==> config.mk <==
export PLATFORM = sky130hd
export DESIGN_NAME = line_fetcher
export DESIGN_NICKNAME = d
export VERILOG_FILES = /design/src/rtl/line_fetcher.sv
export SDC_FILE = /design/constraint.sdc
export NUM_CORES = 1
export LEC_CHECK = 0
export BUFFER_PORTS_ARGS = -buffer_cell sky130_fd_sc_hd__buf_2
export CORE_UTILIZATION = 31
export DETAILED_ROUTE_END_ITERATION = 8
export SYNTH_ARGS = -nofsm -noshare
export SYNTH_HDL_FRONTEND = slang
export SYNTH_SLANG_ARGS = --single-unit
==> constraint.sdc <==
create_clock -name clk -period 7.7 [get_ports clk]
set_input_delay 1.925 -clock clk [delete_from_list [all_inputs] [get_ports clk]]
set_output_delay 1.925 -clock clk [all_outputs]
set_load 0.02 [all_outputs]
==> src/rtl/line_fetcher.sv <==
// Per-scanline SDRAM prefetch: fetches 3 words per pixel into the background/mask FIFO pair.
// Optional build macro LINE_FETCH_STATS_EN adds the short_lines and bursts_per_line counters.
module line_fetcher #(
    parameter int unsigned PIXELS_PER_LINE = 720,
    parameter int unsigned LINES           = 720
) (
    input  logic        clk,
    input  logic        reset_n,
    input  logic        hblank,
    input  logic [9:0]  video_y,
    output logic [24:0] sd_addr,
    output logic        sd_rd,
    output logic        sd_end_burst,
    input  logic        sd_data_available,
    input  logic [15:0] sd_q,
    output logic        fifo_clear,
    output logic        fifo_wr,
    output logic [23:0] bg_data,
    output logic [23:0] mask_data,
    output logic        line_done
`ifdef LINE_FETCH_STATS_EN
    ,
    output logic [15:0] short_lines,
    output logic [7:0]  bursts_per_line
`endif
);

    localparam int unsigned WORDS = 3 * PIXELS_PER_LINE;
    localparam int unsigned WCW   = $clog2(WORDS + 1);

    localparam logic [WCW-1:0] WORDS_M1  = WCW'(WORDS - 1);
    localparam logic [WCW-1:0] WORDS_M2  = WCW'(WORDS - 2);
    localparam logic [24:0]    WORDS_25  = 25'(WORDS);
    localparam logic [9:0]     LAST_LINE = 10'(LINES - 1);

    localparam logic [2:0] StIdle   = 3'd0;
    localparam logic [2:0] StFlush  = 3'd1;
    localparam logic [2:0] StReq    = 3'd2;
    localparam logic [2:0] StStream = 3'd3;
    localparam logic [2:0] StGap    = 3'd4;
    localparam logic [2:0] StDone   = 3'd5;

    logic [2:0]     state_q, state_d;
    logic           hblank_q;
    logic           avail_q;
    logic [WCW-1:0] word_count_q, word_count_d;
    logic [1:0]     byte_phase_q, byte_phase_d;
    logic [24:0]    base_q, base_d;
    logic [24:0]    sd_addr_q, sd_addr_d;
    logic           sd_rd_q, sd_rd_d;
    logic           end_burst_q, end_burst_d;
    logic           fifo_clear_q, fifo_clear_d;
    logic           fifo_wr_q, fifo_wr_d;
    logic [23:0]    bg_q, bg_d;
    logic [23:0]    mask_q, mask_d;
    logic           line_done_q, line_done_d;
    logic [9:0]     next_line;
    logic           line_start;

    assign line_start = hblank & ~hblank_q;

    always_comb begin
        state_d      = state_q;
        word_count_d = word_count_q;
        byte_phase_d = byte_phase_q;
        base_d       = base_q;
        bg_d         = bg_q;
        mask_d       = mask_q;
        line_done_d  = line_done_q;
        sd_rd_d      = 1'b0;
        end_burst_d  = 1'b0;
        fifo_clear_d = 1'b0;
        fifo_wr_d    = 1'b0;
        next_line    = (video_y >= LAST_LINE) ? 10'd0 : video_y + 10'd1;

        // A line start wins over any beat sampled in the same cycle.
        if (line_start) begin
            fifo_clear_d = 1'b1;
            word_count_d = '0;
            byte_phase_d = 2'd0;
            bg_d         = 24'd0;
            mask_d       = 24'd0;
            line_done_d  = 1'b0;
            base_d       = 25'(next_line) * WORDS_25;
            if (state_q == StStream || state_q == StFlush) begin
                end_burst_d = 1'b1;
                state_d     = StFlush;
            end else begin
                state_d = StReq;
            end
        end else begin
            case (state_q)
                StFlush: begin
                    if (!sd_data_available) state_d = StReq;
                end
                StReq: begin
                    sd_rd_d = 1'b1;
                    state_d = StStream;
                end
                StStream: begin
                    if (sd_data_available) begin
                        bg_d         = {sd_q[7:0], bg_q[23:8]};
                        mask_d       = {sd_q[15:8], mask_q[23:8]};
                        word_count_d = word_count_q + 1'b1;
                        end_burst_d  = (word_count_q >= WORDS_M2);
                        if (byte_phase_q == 2'd2) begin
                            byte_phase_d = 2'd0;
                            fifo_wr_d    = 1'b1;
                        end else begin
                            byte_phase_d = byte_phase_q + 2'd1;
                        end
                        if (word_count_q == WORDS_M1) begin
                            state_d     = StDone;
                            line_done_d = 1'b1;
                        end
                    end else if (avail_q) begin
                        state_d = StGap;
                    end
                end
                StGap:   state_d = StReq;
                default: ;
            endcase
        end

        sd_addr_d = base_d + 25'(word_count_d);
    end

    always_ff @(posedge clk) begin
        if (!reset_n) begin
            state_q      <= StIdle;
            hblank_q     <= 1'b0;
            avail_q      <= 1'b0;
            word_count_q <= '0;
            byte_phase_q <= 2'd0;
            base_q       <= 25'd0;
            sd_addr_q    <= 25'd0;
            sd_rd_q      <= 1'b0;
            end_burst_q  <= 1'b0;
            fifo_clear_q <= 1'b0;
            fifo_wr_q    <= 1'b0;
            bg_q         <= 24'd0;
            mask_q       <= 24'd0;
            line_done_q  <= 1'b0;
        end else begin
            state_q      <= state_d;
            hblank_q     <= hblank;
            avail_q      <= sd_data_available;
            word_count_q <= word_count_d;
            byte_phase_q <= byte_phase_d;
            base_q       <= base_d;
            sd_addr_q    <= sd_addr_d;
            sd_rd_q      <= sd_rd_d;
            end_burst_q  <= end_burst_d;
            fifo_clear_q <= fifo_clear_d;
            fifo_wr_q    <= fifo_wr_d;
            bg_q         <= bg_d;
            mask_q       <= mask_d;
            line_done_q  <= line_done_d;
        end
    end

    assign sd_addr      = sd_addr_q;
    assign sd_rd        = sd_rd_q;
    assign sd_end_burst = end_burst_q;
    assign fifo_clear   = fifo_clear_q;
    assign fifo_wr      = fifo_wr_q;
    assign bg_data      = bg_q;
    assign mask_data    = mask_q;
    assign line_done    = line_done_q;

`ifdef LINE_FETCH_STATS_EN
    logic [15:0] short_lines_q;
    logic [7:0]  burst_cnt_q;
    logic [7:0]  bursts_per_line_q;

    // A short line is one abandoned mid-fetch by the next line start.
    always_ff @(posedge clk) begin
        if (!reset_n) begin
            short_lines_q     <= 16'd0;
            burst_cnt_q       <= 8'd0;
            bursts_per_line_q <= 8'd0;
        end else if (line_start) begin
            if (!line_done_q && state_q != StIdle && short_lines_q != 16'hFFFF) begin
                short_lines_q <= short_lines_q + 16'd1;
            end
            bursts_per_line_q <= burst_cnt_q;
            burst_cnt_q       <= 8'd0;
        end else if (sd_rd_d && burst_cnt_q != 8'hFF) begin
            burst_cnt_q <= burst_cnt_q + 8'd1;
        end
    end

    assign short_lines     = short_lines_q;
    assign bursts_per_line = bursts_per_line_q;
`endif

endmodule

==> flow_summary.toml, run 1 <==
[die]
io_pins = 108
core-area_um2 = 21200
die_area_um2 = 22300
die_h_um = 149
num_rows = 53
initial_utilization_pct = 31.8
floorplan.die.width_um = 149

[setup_path]
slowest_stage = "fa_1"
crit_path_start = "video_y[0]"
cp-end-kind = "flip-flop"
path_max_fanout = 10
slowest_delay_ns = 0.53
reg2reg_from = "state_q[0]"
crit_top_cell = "ha_1"
crit_path_start_kind = "primary input"
cpLargestDelayFamily = "adder cells"
path_buf_inv = 4
cp.depth = 26
cp_data_required_time_ns = 7.95
worstRegToRegCells = 14
worstSetupPathType = "in -> reg"
cp_data_arrival_time_ns = 7.15

[timing]
fin_crit_sh_pct = 89.7
setup-tns-final_ns = 0
rsz0062_at_grt = "false"
tightest_slew_ns = 1.05
hold_violations = 0
max-slew-margin-rel_pct = 29.5
drv_slew = 0
max_freq_ghz = 0.145
skew_ns = 0.0107
finalSetupViolCount = 0
finalCriticalPeriod_ns = 6.90

[hold_path]
hold_depth = 2
hold_path.class = "reg -> reg"
worstHoldStart = "bg_data[7]"

[detailed_routing]
dr.pass1.iters = 7
ant_nets = 0
num_vias = 5721
wl_per_cell_um = 13.6
drt_iter0_drc = 326
wirelength_um = 16300
viasPerCell = 4.77
drc = 0

[synthesis]
yosysWarnings = 0
ys_seq_area_share_pct = 36.3
syn_inst = 812
synth_edf_count = 0
synthArstFlopShare_pct = 0
synth-seq-cells = 122
avgSynthCellArea_um2 = 8.29
syn-cell-area_um2 = 6730
syn_nets = 906
synth_cell_types = 76
yosys_most_used_dff = "dfxtp_1"

[clock_network]
clkSlewWorstSetupHoldPaths_ns = 0.06
tritoncts = "yes"
cts_setup_buffers = 0
root_buffer = "clkbuf_16"
hold_buffers = 0
cts_buffer_depth = 2
clk_latency_ns = 0.42
cts.sinks = 122
cts_resized = 0
h-tree-depth = 4
cts-buffers-inserted = 17

[layout]
layout_commonest_cell = "nand2_1"
final.fill_count = 2185
final_cell_count_no_fill = 1199
final_cell_mix = "nand2_1, dfxtp_1, buf_2"
fin_nets = 1005
drive_gt1_share_pct = 20.0
area_delta_synth_final_pct = 20.8
diodes = 0

[power]
pwr_density_cell_nw_per_um2 = 241
ir_worst_vdd_mv = 0.139
p_leak_nw = 3.62

[global_route]
grt_use_total_pct = 14.8
grt_pass1_vias = 5273
antenna_found_initial = 0
grt_max_degree = 55
grt_first_pass_wirelength_um = 26200
overflow = 0

[outcome]
status = "completed"

[placed_design]
place_congestion = 0.826
dpl.hpwl_um = 11800
place_inst = 1167
port_buffers = 107

[job]
max_cap_viol_count = 0
==> layer usage <==
| metal | track usage [%] | share of wire [%] | vias up |
|---|---|---|---|
| met5 | 0 | 0 | - |
| met4 | 4.95 | 1.6 | 0 |
| met3 | 3.21 | 3.6 | 26 |
| met2 | 24.3 | 49 | 88 |
| met1 | 19.1 | 46 | 2660 |
| li1 | - | - | 2947 |
==> metrics by stage <==
| step | cell area, um^2 | total power, mW | worst slack (ns) | util (%) | hold slack (ns) |
|---|---|---|---|---|---|
| 2_1_floorplan | 6730 | 1.04 | 0.677 | - | 0.406 |
| 3_3_place_gp | 7530 | 1.15 | 0.556 | 35.6 | 0.440 |
| 3_5_place_dp | 7530 | 1.16 | 0.456 | 35.6 | 0.443 |
| 4_1_cts | 8140 | 1.99 | 0.811 | 38.5 | 0.451 |
| 5_1_grt | 8140 | 2.07 | 0.391 | 38.5 | 0.476 |
| 6_report | 8140 | 1.96 | 0.795 | 38.5 | 0.450 |
==> area by class of cell <==
| class | instances | area (um^2) | share of cell area, % |
|---|---|---|---|
| clock inverter | 13 | 158 | 1.94 |
| tap | 275 | 344 | 4.23 |
| inverter | 50 | 188 | 2.31 |
| multi-input combinational | 606 | 3970 | 48.7 |
| clock buffer | 19 | 453 | 5.57 |
| sequential | 122 | 2440 | 30.0 |
| timing repair buffer | 114 | 588 | 7.23 |
==> kinds of logic after synthesis <==
group                    Yosys count  synth area share [%]
AO/OA/AOI/OAI                    151                  14.1
buffers and inverters             84                  5.05
adder cells (fa/ha/maj)           64                  13.3
AND/OR/NAND/NOR                  348                  25.4
multiplexers                       5                 0.873
flip-flops                       122                  36.3
XOR/XNOR                          38                  4.94
==> worst register-to-register path, cell delays in order (launching register included) <==
cell      delay [ns]
dfxtp_1         0.43
nor2b_1         0.37
and3_2          0.25
buf_4           0.46
nor2_1          0.08
a211oi_1        0.36
inv_1           0.12
fa_1            0.46
inv_1           0.07
a21o_1          0.13
a41o_1          0.24
o21ai_0         0.16
o21a_1          0.35
nor3_1          0.26
mux2_2          0.37
==> flip-flops by register name, indices dropped and copies added, names as in the netlist <==
signal        count
state_q           3
fifo_clear        1
base_q           25
sd_rd             1
line_done         1
byte_phase_q      2
sd_end_burst      1
mask_data        24
fifo_wr           1
word_count_q     12
hblank_q          1
sd_addr          25
avail_q           1
bg_data          24
==> where the power goes <==
| part | switching, mW | internal (mW) |
|---|---|---|
| clock | 0.319 | 0.503 |
| combinational | 0.290 | 0.169 |
| sequential | 0.0147 | 0.668 |
==> worst paths after layout <==
check                           slack, ns           to
worst min register to register       0.45   bg_data[7]
worst min-delay path                 0.45   bg_data[7]
worst max-delay path                 0.80  sd_addr[15]
worst max register to register       3.49  sd_addr[20]
==> cell usage after synthesis (8+ instances only) <==
cell | number | area share [%]
nor2_1 | 70 | 3.9
xnor2_1 | 13 | 1.7
nand3_1 | 19 | 1.4
dfxtp_1 | 122 | 36
a21oi_1 | 79 | 5.9
and3_1 | 12 | 1.1
o21ai_0 | 23 | 1.7
clkbuf_1 | 28 | 1.6
ha_1 | 51 | 9.5
nor2b_1 | 10 | 0.93
nor3_1 | 13 | 0.97
fa_1 | 13 | 3.9
nand2_1 | 151 | 8.4
xor2_1 | 25 | 3.3
nand4_1 | 8 | 0.74
inv_1 | 50 | 2.8
and2_1 | 24 | 2.2
(Power assumes the default switching activity.)
==> inputs of run 2 (changes only) <==
--- a/config.mk
+++ b/config.mk
@@ -7,6 +7,8 @@
 export LEC_CHECK = 0
 export BUFFER_PORTS_ARGS = -buffer_cell sky130_fd_sc_hd__buf_2
+export CORE_MARGIN = 5
 export CORE_UTILIZATION = 31
 export DETAILED_ROUTE_END_ITERATION = 8
+export SLEW_MARGIN = 25
 export SYNTH_ARGS = -nofsm -noshare
 export SYNTH_HDL_FRONTEND = slang
==> constraint.sdc (replaced) <==
create_clock -name clk -period 7.7 [get_ports clk]
set_input_delay 1.54 -clock clk [delete_from_list [all_inputs] [get_ports clk]]
set_output_delay 1.54 -clock clk [all_outputs]
set_load 0.02 [all_outputs]
==> flow_summary.toml, run 2 (same netlist as run 1, synthesis figures left out) <==
[clock_network]
cts_setup_buffers = 0
cts-buffers-inserted = 17
cts_buffer_depth = 2
clk_latency_ns = 0.42
h-tree-depth = 4
clkSlewWorstSetupHoldPaths_ns = 0.06
cts_resized = 0
root_buffer = "clkbuf_16"
tritoncts = "yes"
cts.sinks = 122
hold_buffers = 0

[global_route]
grt_pass1_vias = 5243
grt_max_degree = 55
antenna_found_initial = 1
overflow = 0
grt_use_total_pct = 13.1
grt_first_pass_wirelength_um = 26400

[placed_design]
dpl.hpwl_um = 11700
placedInstanceArea_um2 = 7530
port_buffers = 107
place_congestion = 0.812

[setup_path]
worstRegToRegCells = 16
cp-end-kind = "flip-flop"
path_max_fanout = 12
crit_path_start_kind = "primary input"
worstSetupPathType = "in -> reg"
cp_data_required_time_ns = 7.99
cp_data_arrival_time_ns = 6.76

[die]
core-area_um2 = 21600
die_h_um = 157
initial_utilization_pct = 31.1
io_pins = 108
die_area_um2 = 24800
num_rows = 54
floorplan.die.width_um = 157

[detailed_routing]
wl_per_cell_um = 13.3
dr.pass1.iters = 4
drc = 0
drt_iter0_drc = 284
viasPerCell = 4.66
num_vias = 5614
wirelength_um = 16100
ant_nets = 0

[timing]
setup-tns-final_ns = 0
fin_crit_sh_pct = 84.0
max_freq_ghz = 0.155
drv_slew = 0
finalSetupViolCount = 0
tightest_slew_ns = 0.995
max-slew-margin-rel_pct = 33.6
rsz0062_at_grt = "false"
hold_violations = 0
finalCriticalPeriod_ns = 6.46
skew_ns = 0.0103

[outcome]
status = "completed"

[layout]
fin_nets = 1005
diodes = 0
final.fill_count = 2232
layout_commonest_cell = "nand2_1"
area_delta_synth_final_pct = 20.9
finish.instance_area_um2 = 8140
final_cell_mix = "nand2_1, dfxtp_1, buf_2"
drive_gt1_share_pct = 20.0
postLayoutCoreUtil_pct = 37.7

[power]
pwr_density_cell_nw_per_um2 = 240
ir_worst_vdd_mv = 0.117
p_leak_nw = 3.62

[job]
max_cap_viol_count = 0

[hold_path]
hold_depth = 2
hold_path.class = "reg -> reg"
==> run 2: stage by stage <==
step | instances | hold slack [ns] | power, mW | worst slack, ns
6_report | 1204 | 0.451 | 1.95 | 1.24
5_1_grt | 1204 | 0.469 | 2.07 | 0.831
4_1_cts | 1204 | 0.454 | 1.98 | 1.23
3_5_place_dp | 1172 | 0.440 | 1.15 | 0.779
3_3_place_gp | 1172 | 0.440 | 1.15 | 0.838
2_1_floorplan | 812 | 0.406 | 1.04 | 1.06
==> run 2: path summary, 6_finish.rpt <==
| check | endpoint | startpoint | slack (ns) |
|---|---|---|---|
| worst max register to register | sd_addr[21] | state_q[0] | 2.94 |
| worst min register to register | mask_data[3] | mask_data[3] | 0.45 |
| worst min-delay path | mask_data[3] | mask_data[3] | 0.45 |
| worst max-delay path | sd_addr[20] | video_y[0] | 1.24 |
==> run 2: layer usage <==
| layer | global-route usage (%) | wire [um] | share of wire, % | up-vias |
|---|---|---|---|---|
| li1 | - | - | - | 2945 |
| met1 | 17.5 | 7610 | 47 | 2583 |
| met2 | 20.9 | 7630 | 47 | 73 |
| met3 | 2.97 | 670 | 4.2 | 11 |
| met4 | 4.22 | 140 | 0.87 | 2 |
| met5 | 0 | 13 | 0.081 | - |
==> run 2: report_power, final <==
group	switching, mW	internal [mW]
registers	0.0150	0.668
clock network	0.314	0.502
logic	0.286	0.167
total	0.614	1.34
==> run 2: final cells by class <==
type | count | area [um^2] | share of cell area [%]
Multi-Input combinational cell | 606 | 3970 | 48.7
Inverter | 50 | 188 | 2.31
Clock inverter | 13 | 155 | 1.91
Sequential cell | 122 | 2440 | 30.0
Timing Repair Buffer | 114 | 588 | 7.22
Clock buffer | 19 | 453 | 5.56
Tap cell | 280 | 350 | 4.30
==> run 2: critical path, cell delays in order <==
cell      delay (ns)
buf_2           0.13
ha_1            0.23
nand3_2         0.14
a21oi_1         0.08
nor2_1          0.13
nor2b_1         0.06
buf_4           0.17
nor2_1          0.31
ha_1            0.31
fa_1            0.54
inv_1           0.05
fa_1            0.53
inv_1           0.04
ha_1            0.34
a21oi_1         0.31
o21ai_1         0.18
or4_1           0.42
o211ai_1        0.23
xnor2_1         0.09
o21ai_1         0.42
a21oi_1         0.17
mux2_2          0.31
